--- config.mk ---
export PLATFORM = sky130hd
export DESIGN_NAME = config_loader_flat
export DESIGN_NICKNAME = d
export VERILOG_FILES = /design/src/rtl/config_loader_if.sv /design/src/rtl/config_loader.sv /design/src/flat_wrapper.sv
export SDC_FILE = /design/constraint.sdc
export NUM_CORES = 1
export LEC_CHECK = 0
export ABC_CLOCK_PERIOD_IN_PS = 5100
export BUFFER_PORTS_ARGS = -buffer_cell sky130_fd_sc_hd__buf_2
export CAP_MARGIN = 20
export CELL_PAD_IN_SITES_DETAIL_PLACEMENT = 1
export CELL_PAD_IN_SITES_GLOBAL_PLACEMENT = 1
export CORE_ASPECT_RATIO = 0.8
export CORE_MARGIN = 1.5
export CORE_UTILIZATION = 35
export DETAILED_ROUTE_END_ITERATION = 8
export GPL_TIMING_DRIVEN = 0
export PLACE_DENSITY = 0.67
export RECOVER_POWER = 50
export SYNTH_ARGS = -nofsm -noshare
export SYNTH_HDL_FRONTEND = slang
export SYNTH_SLANG_ARGS = --single-unit
--- constraint.sdc ---
create_clock -name clk -period 5.1 [get_ports clk]
set_input_delay 1.02 -clock clk [delete_from_list [all_inputs] [get_ports clk]]
set_output_delay 1.02 -clock clk [all_outputs]
set_load 0.02 [all_outputs]
--- src/rtl/config_loader_if.sv ---
// config_loader_if: configuration word stream handshake.
// The source drives valid/data and the loader answers with ready.
interface config_loader_if #(
    parameter int WORD_W = 32
);
    logic              io_cfg_valid;
    logic [WORD_W-1:0] io_cfg_data;
    logic              io_cfg_ready;

    modport master (
        output io_cfg_valid,
        output io_cfg_data,
        input  io_cfg_ready
    );

    modport slave (
        input  io_cfg_valid,
        input  io_cfg_data,
        output io_cfg_ready
    );
endinterface

--- src/rtl/config_loader.sv ---
// config_loader: sequences a framed word stream into the latch bank.
// One-hot enables pulse one cycle with the data bus held around them.
module config_loader #(
    parameter int WORD_W    = 32,
    parameter int NUM_WORDS = 39,
    parameter int IDX_W     = 6
) (
    input  logic                 clk,
    input  logic                 reset,
    input  logic                 io_start,
    config_loader_if.slave       cfg,
    output logic [WORD_W-1:0]    io_d_in,
    output logic [NUM_WORDS-1:0] io_configs_en,
    output logic                 io_busy,
    output logic                 io_done,
    output logic                 io_error
);

    typedef enum logic [2:0] {
        IDLE,
        LOAD,
        SETUP,
        STROBE,
        HOLD,
        CHECK
    } state_t;

    localparam logic [IDX_W-1:0] LAST_IDX = IDX_W'(NUM_WORDS - 1);
    localparam logic [NUM_WORDS-1:0] EN_ONE = NUM_WORDS'(1);

    state_t                 state_q, state_d;
    logic [IDX_W-1:0]       idx_q, idx_d;
    logic [WORD_W-1:0]      xor_q, xor_d;
    logic [WORD_W-1:0]      data_q, data_d;
    logic [NUM_WORDS-1:0]   en_q, en_d;
    logic                   busy_q, busy_d;
    logic                   done_q, done_d;
    logic                   err_q, err_d;
    logic                   ready;
    logic                   accept;

    // Ready depends only on state so the source never sees a comb loop.
    always_comb begin
        ready  = (state_q == LOAD) || (state_q == CHECK);
        accept = ready && cfg.io_cfg_valid;
    end

    assign cfg.io_cfg_ready = ready;
    assign io_d_in          = data_q;
    assign io_configs_en    = en_q;
    assign io_busy          = busy_q;
    assign io_done          = done_q;
    assign io_error         = err_q;

    // Next-state and next-value logic for the frame sequencer.
    always_comb begin
        state_d = state_q;
        idx_d   = idx_q;
        xor_d   = xor_q;
        data_d  = data_q;
        en_d    = en_q;
        busy_d  = busy_q;
        done_d  = 1'b0;
        err_d   = err_q;
        unique case (state_q)
            IDLE: begin
                if (io_start) begin
                    state_d = LOAD;
                    idx_d   = '0;
                    xor_d   = '0;
                    err_d   = 1'b0;
                    busy_d  = 1'b1;
                end
            end
            LOAD: begin
                if (accept) begin
                    data_d  = cfg.io_cfg_data;
                    xor_d   = xor_q ^ cfg.io_cfg_data;
                    state_d = SETUP;
                end
            end
            SETUP: begin
                en_d    = EN_ONE << idx_q;
                state_d = STROBE;
            end
            STROBE: begin
                en_d    = '0;
                state_d = HOLD;
            end
            HOLD: begin
                // The index parks on the last word instead of running past it.
                if (idx_q == LAST_IDX) begin
                    state_d = CHECK;
                end else begin
                    idx_d   = idx_q + IDX_W'(1);
                    state_d = LOAD;
                end
            end
            CHECK: begin
                // The checksum word never reaches the latch-bank data bus.
                if (accept) begin
                    err_d   = (cfg.io_cfg_data != xor_q);
                    done_d  = 1'b1;
                    busy_d  = 1'b0;
                    state_d = IDLE;
                end
            end
            default: begin
                state_d = IDLE;
                en_d    = '0;
            end
        endcase
    end

    // State and datapath registers; reset drops the enables at once.
    always_ff @(posedge clk or negedge reset) begin
        if (!reset) begin
            state_q <= IDLE;
            idx_q   <= '0;
            xor_q   <= '0;
            data_q  <= '0;
            en_q    <= '0;
            busy_q  <= 1'b0;
            done_q  <= 1'b0;
            err_q   <= 1'b0;
        end else begin
            state_q <= state_d;
            idx_q   <= idx_d;
            xor_q   <= xor_d;
            data_q  <= data_d;
            en_q    <= en_d;
            busy_q  <= busy_d;
            done_q  <= done_d;
            err_q   <= err_d;
        end
    end

endmodule

--- src/flat_wrapper.sv ---
// flat-port wrapper written by rule: the top's interface ports become plain ports
module config_loader_flat 
#(
    parameter int WORD_W    = 32,
    parameter int NUM_WORDS = 39,
    parameter int IDX_W     = 6
)
  (clk, reset, io_start, io_d_in, io_configs_en, io_busy, io_done, io_error, cfg_io_cfg_valid, cfg_io_cfg_data, cfg_io_cfg_ready);
  config_loader_if #(.WORD_W(WORD_W)) cfg_i ();
  input  logic clk;
  input  logic reset;
  input  logic io_start;
  output logic [WORD_W-1:0] io_d_in;
  output logic [NUM_WORDS-1:0] io_configs_en;
  output logic io_busy;
  output logic io_done;
  output logic io_error;
  input wire logic [$bits(cfg_i.io_cfg_valid)-1:0] cfg_io_cfg_valid;
  input wire logic [$bits(cfg_i.io_cfg_data)-1:0] cfg_io_cfg_data;
  output wire logic [$bits(cfg_i.io_cfg_ready)-1:0] cfg_io_cfg_ready;
  assign cfg_i.io_cfg_valid = cfg_io_cfg_valid;
  assign cfg_i.io_cfg_data = cfg_io_cfg_data;
  assign cfg_io_cfg_ready = cfg_i.io_cfg_ready;
  config_loader #(.WORD_W(WORD_W), .NUM_WORDS(NUM_WORDS), .IDX_W(IDX_W)) u_core (.clk(clk), .reset(reset), .io_start(io_start), .cfg(cfg_i), .io_d_in(io_d_in), .io_configs_en(io_configs_en), .io_busy(io_busy), .io_done(io_done), .io_error(io_error));
endmodule
# --- Yosys cells after proc, flatten, opt, wreduce, memory -nomap -nowiden ---
# Cells that the tools add are included.
# Widths: inputs -> output; s select.
word_totals:
  wordCells: 54
  output_inout_bits: 75
  regBits: 115
  input_bits: 36
op_classes:
  add_sub_neg: 1
  n_reduce_logical: 12
  n_eq_ne: 11
  muxes: 20
  shifts: 1
  bitwise_logic: 1
op_table:
  columns: ["op", "n"]
  rows:
  - ["$pmux 39 s2", 1]
  - ["$mux 32", 2]
  - ["$pmux 32 s2", 1]
  - ["$shl 1x6->39 const A", 1]
  - ["$ne 32x32->1", 1]
  - ["$xor 32x32->32", 1]
  - ["$pmux 3 s6", 1]
  - ["$mux 3", 4]
  - ["$mux 6", 2]
  - ["$pmux 6 s2", 1]
  - ["$reduce_and 3->1", 4]
  - ["$add 6x1->6 const B", 1]
  - ["$eq 3x2->1 const B", 2]
  - ["$eq 3x3->1 const B", 2]
  - ["$eq 6x6->1 const B", 1]
  - ["$mux 1", 6]
  - ["$reduce_bool 2->1", 3]
  - ["$ne 2x1->1 const B", 2]
  - ["$ne 2x2->1 const B", 2]
  - ["$pmux 1 s2", 2]
  - ["$reduce_or 4->1", 1]
  - ["$eq 3x1->1 const B", 1]
  - ["$logic_not 3->1", 1]
  - ["$reduce_and 2->1", 1]
  - ["other kinds (2)", 2]

# --- Logic depth before layout (Yosys ltp) ---
depth:
  word_depth: 5
  ltp_mapped: 7
  depth_no_buf: 6

# --- Worst setup path after synthesis ---
# OpenSTA, ideal clock, no wires.
synth_path:
  kind: "input to register"
  startpoint: "in io_start"
  endpoint: "reg u_core.xor_q[24]"
  setup_ns: 0.121
  required_ns: 4.979
  cell_stages: 6
  n_path_buf: 2
  slack_ns: 2.942
  arrival_time_ns: 2.037
  path_cell_list: "or4b_1 buf_2 nand2_4 buf_6 o21ai_0 a22o_1"
synth_between:
  elab_chain_cells: 2
synth_rtl:
  columns: ["element", "line", "text"]
  rows:
  - ["start, declared", "flat_wrapper.sv:12", "input logic io_start;"]
  - ["$ne 2x2->1 (no source line)", null, null]
  - ["$reduce_and 3->1 (no source line)", null, null]
  - ["end signal, assigned", "config_loader.sv:129", "xor_q <= xor_d;"]
  - ["end, declared", "config_loader.sv:33", "logic [WORD_W-1:0] xor_q, xor_d;"]
# No other way between the ends.
# A chain may end at the register's enable or synchronous reset.

# --- Worst setup path after layout ---
layout_path:
  startpoint: "reg u_core.state_q[0]"
  endpoint: "out cfg_io_cfg_ready"
layout_between:
  elab_chain_cells: 2
  elab_cells_between_ends: 3
  cone_classes: "eq/ne (2); reduce/logical (1)"
layout_rtl:
  columns: ["element", "line", "text"]
  rows:
  - ["start, declared", "config_loader.sv:31", "state_t state_q, state_d;"]
  - ["start signal, assigned", "config_loader.sv:127", "state_q <= state_d;"]
  - ["$eq 3x1->1 or $eq 3x3->1 (tied branches)", "config_loader.sv:44", "ready = (state_q == LOAD) || (state_q == CHECK);"]
  - ["$logic_or 1x1->1 *", "config_loader.sv:44", null]
  - ["end, declared", "flat_wrapper.sv:20", "output wire logic [$bits(cfg_i.io_cfg_ready)-1:0] cfg_io_cfg_ready;"]
# Every way passes the cells marked *; elsewhere a longest branch is shown, timed or not.

==> flow_summary.json <==
{
  "status": "finished with violations",
  "failed_checks": "max-capacitance violations, max-slew violations",
  "finalCriticalPeriod_ns": 2.506,
  "holdCritPathClass": "flop to flop",
  "crit_fanout": 10,
  "critPathKind": "flop to output port",
  "fill_cells": 1654,
  "worst_pin_slew_ns": 2.085,
  "p_per_area_nw_per_um2": 605.8,
  "synth_adder_area_share_pct": 1.461,
  "syn_avg_cell_area_um2": 9.696,
  "ys_ff_latch": 115,
  "period_share_pct": 49.14,
  "syn_area_um2": 5139,
  "drc": 0,
  "wl_um": 16090,
  "drtIter0Drc": 214,
  "async_flop_share_pct": 100.0,
  "finalInstanceArea_um2": 6571,
  "dp.cells": 825,
  "grt_pass1_wl_um": 25920,
  "p_leak_uw": 0.003218,
  "ys_top_cells_by_area": "dfrtp_1 56%, nand2_1 7.5%, nor2b_1 6.6%, a22o_1 4.9%, o22ai_1 4.9%",
  "htreeDepth": 4,
  "worstSkewPairLatency_ns": 0.42,
  "dieHeight_um": 111.4,
  "gp_congestion": 0.8527,
  "via_per_inst": 5.239,
  "hold_ws_ns": 0.4708,
  "track_usage_pct": 21.93,
  "p_total_uw": 3981,
  "antenna_found_initial": 0,
  "seq_area_frac_synth_pct": 56.00,
  "grt_pass1_vias": 4677,
  "fin_skew_ns": 0.008238,
  "maxClockFrequency_ghz": 0.3990,
  "cts_tree": "yes",
  "area_growth_pct": 27.88,
  "ant_nets": 0,
  "yosysTopAreaCellShare_pct": 56.00,
  "crit_path_end_kind": "output port",
  "setup_tns_ns": 0,
  "place_area_um2": 5953,
  "setup_viol": 0,
  "initial_utilization_pct": 35.94,
  "rows": 39,
  "clkTransAtPathRegs_ns": 0.06,
  "finalHoldViolCount": 0,
  "post_cts_buffers": 0,
  "synth_top_family_by_area": "simple AND/OR/NAND/NOR gates",
  "yosysTopAreaCell": "dfrtp_1",
  "cts_buffers": 17,
  "synth_flop_cell": "dfrtp_1",
  "wl_per_cell_um": 18.77,
  "die-area_um2": 15420,
  "ios": 111,
  "dr.pass1.iters": 4,
  "cts.repair.resized": 0,
  "cts-root-buf": "clkbuf_16",
  "synthSimpleGateAreaFrac_pct": 19.72,
  "synth-xor-area-share_pct": 0.6818,
  "clock-sinks": 115,
  "io_buffers": 110,
  "core_um2": 14300,
  "synth.area.mux_share_pct": 0.2191,
  "hpwl_um": 11380,
  "netlist_instances": 530,
  "rsz0062_at_grt": "false",
  "synth_compound_area_share_pct": 15.66,
  "slew_violations": 37,
  "stdcell_count": 857,
  "synth_edf_count": 0,
  "synthesis.nets": 572,
  "drv_cap": 1,
  "clk_path_buf_depth": 2,
  "yosysWarnings": 0,
  "fin_nets": 702,
  "vias": 4490,
  "layout-drive-gt1-share_pct": 23.18,
  "worst_setup_path_start_kind": "flop",
  "cp.arrival_ns": 1.49,
  "ctsHoldBuffers": 0,
  "required_ns": 4.08,
  "peakVddDrop_mv": 0.2682,
  "grt.overflow.total": 0,
  "diodes": 0,
  "max_slew_margin_pct": -38.97,
  "grt_max_degree": 80,
  "ys_types": 34,
  "die_w_um": 138.5
}
-- synthesized netlist by cell type (2+ instances only) --
cell type  number
xor2_1          3
o21ai_0        44
nor2b_1        54
nand2b_1        2
nand2_1       103
inv_1          51
dfrtp_1       115
buf_1           3
clkbuf_1        8
nand4_1         7
ha_1            6
o22ai_1        40
a22o_1         29
nand3_1         8
nand3b_1        2
a2111oi_0       6
buf_2          11
nor4_1         10
o21ai_1         2
nor2_1          9
a21oi_1         2
buf_6           3
-- stage by stage --
step / setup WS [ns] / utilization, %
finish: 2.594 / 45.96
global route: 2.276 / 45.96
CTS: 2.571 / 46.06
detailed placement: 2.212 / 41.64
global placement: 1.513 / 41.40
floorplan: 2.942 / -
-- placed cells by master (no fill, tap or decap), types with 2 or more instances in the layout --
cell type   synthesis  routed
nor2b_1            54      54
o22ai_1            40      40
clkinv_4            0       3
clkbuf_16           0      17
ha_1                6       6
clkinvlp_4          0       4
nand3_1             8       8
dfrtp_1           115     115
xor2_1              3       3
a2111oi_0           6       6
buf_6               3       3
nand2b_1            2       2
nand2_1           103     103
clkbuf_8            0       4
o21ai_0            44      44
nand3b_1            2       2
nor4_1             10      10
bufinv_16           0       3
a22o_1             29      29
inv_1              51      51
nor2_1              9       9
o21ai_1             2       2
nand4_1             7       7
buf_2              11     115
clkbuf_1            8      16
a21oi_1             2       2
-- worst paths after layout --
check                                         from  cells after the start                      end  slack, ns
worst max-delay path             u_core.state_q[0]                      3         cfg_io_cfg_ready       2.59
worst min-delay path            u_core.io_d_in[11]                      2       u_core.io_d_in[11]       0.47
worst max register to register    u_core.xor_q[24]                      5          u_core.io_error       2.86
worst min register to register  u_core.io_d_in[11]                      2       u_core.io_d_in[11]       0.47
max in group asynchronous                    reset                      2       u_core.io_d_in[31]       2.65
min in group asynchronous                    reset                      1  u_core.io_configs_en[4]       1.20
-- sequential cells by signal, indices dropped and copies added (netlist names) --
register              count
u_core.xor_q             32
u_core.io_done            1
u_core.state_q            3
u_core.io_busy            1
u_core.io_configs_en     39
u_core.io_d_in           32
u_core.idx_q              6
u_core.io_error           1
-- routing by layer --
layer	routed length, um	vias to the layer above	GRT usage [%]
met5	0	-	0
met1	8038	2304	31.97
met4	174	0	7.509
li1	-	2077	-
met2	7145	90	32.17
met3	730	19	5.032
-- worst max-delay path: stages, from the launching register on --
cell and delay (ns):
dfrtp_1 0.37, buf_2 0.23, nor2b_1 0.26, buf_2 0.21
-- power by group --
part / switching [uW] / total [uW] / internal [uW] / leakage, uW
clock network: 440 / 1260 / 820 / 0.000298
registers: 171 / 1340 / 1170 / 0.00152
logic: 914 / 1380 / 470 / 0.00140
-- cell type report --
type	instances	area, um^2	area share (%)
plain buffers	25	125.1	1.904
clock buffers	21	480.5	7.312
clock inverters	11	151.4	2.304
inverters	51	191.4	2.913
multi-input cells	339	1939	29.51
flip-flops and latches	115	2878	43.79
well taps	184	230.2	3.503
repair buffers	111	575.6	8.759
-- cells by family (layout without fill, tap and decap cells) --
logic type	after synthesis	after routing
mux	1	1
simple gates	204	204
xor+xnor	4	4
flops	115	115
fa+ha+maj	6	6
buf+inv	76	219
compound gates	124	124
Power figures use the tool's default switching activity.
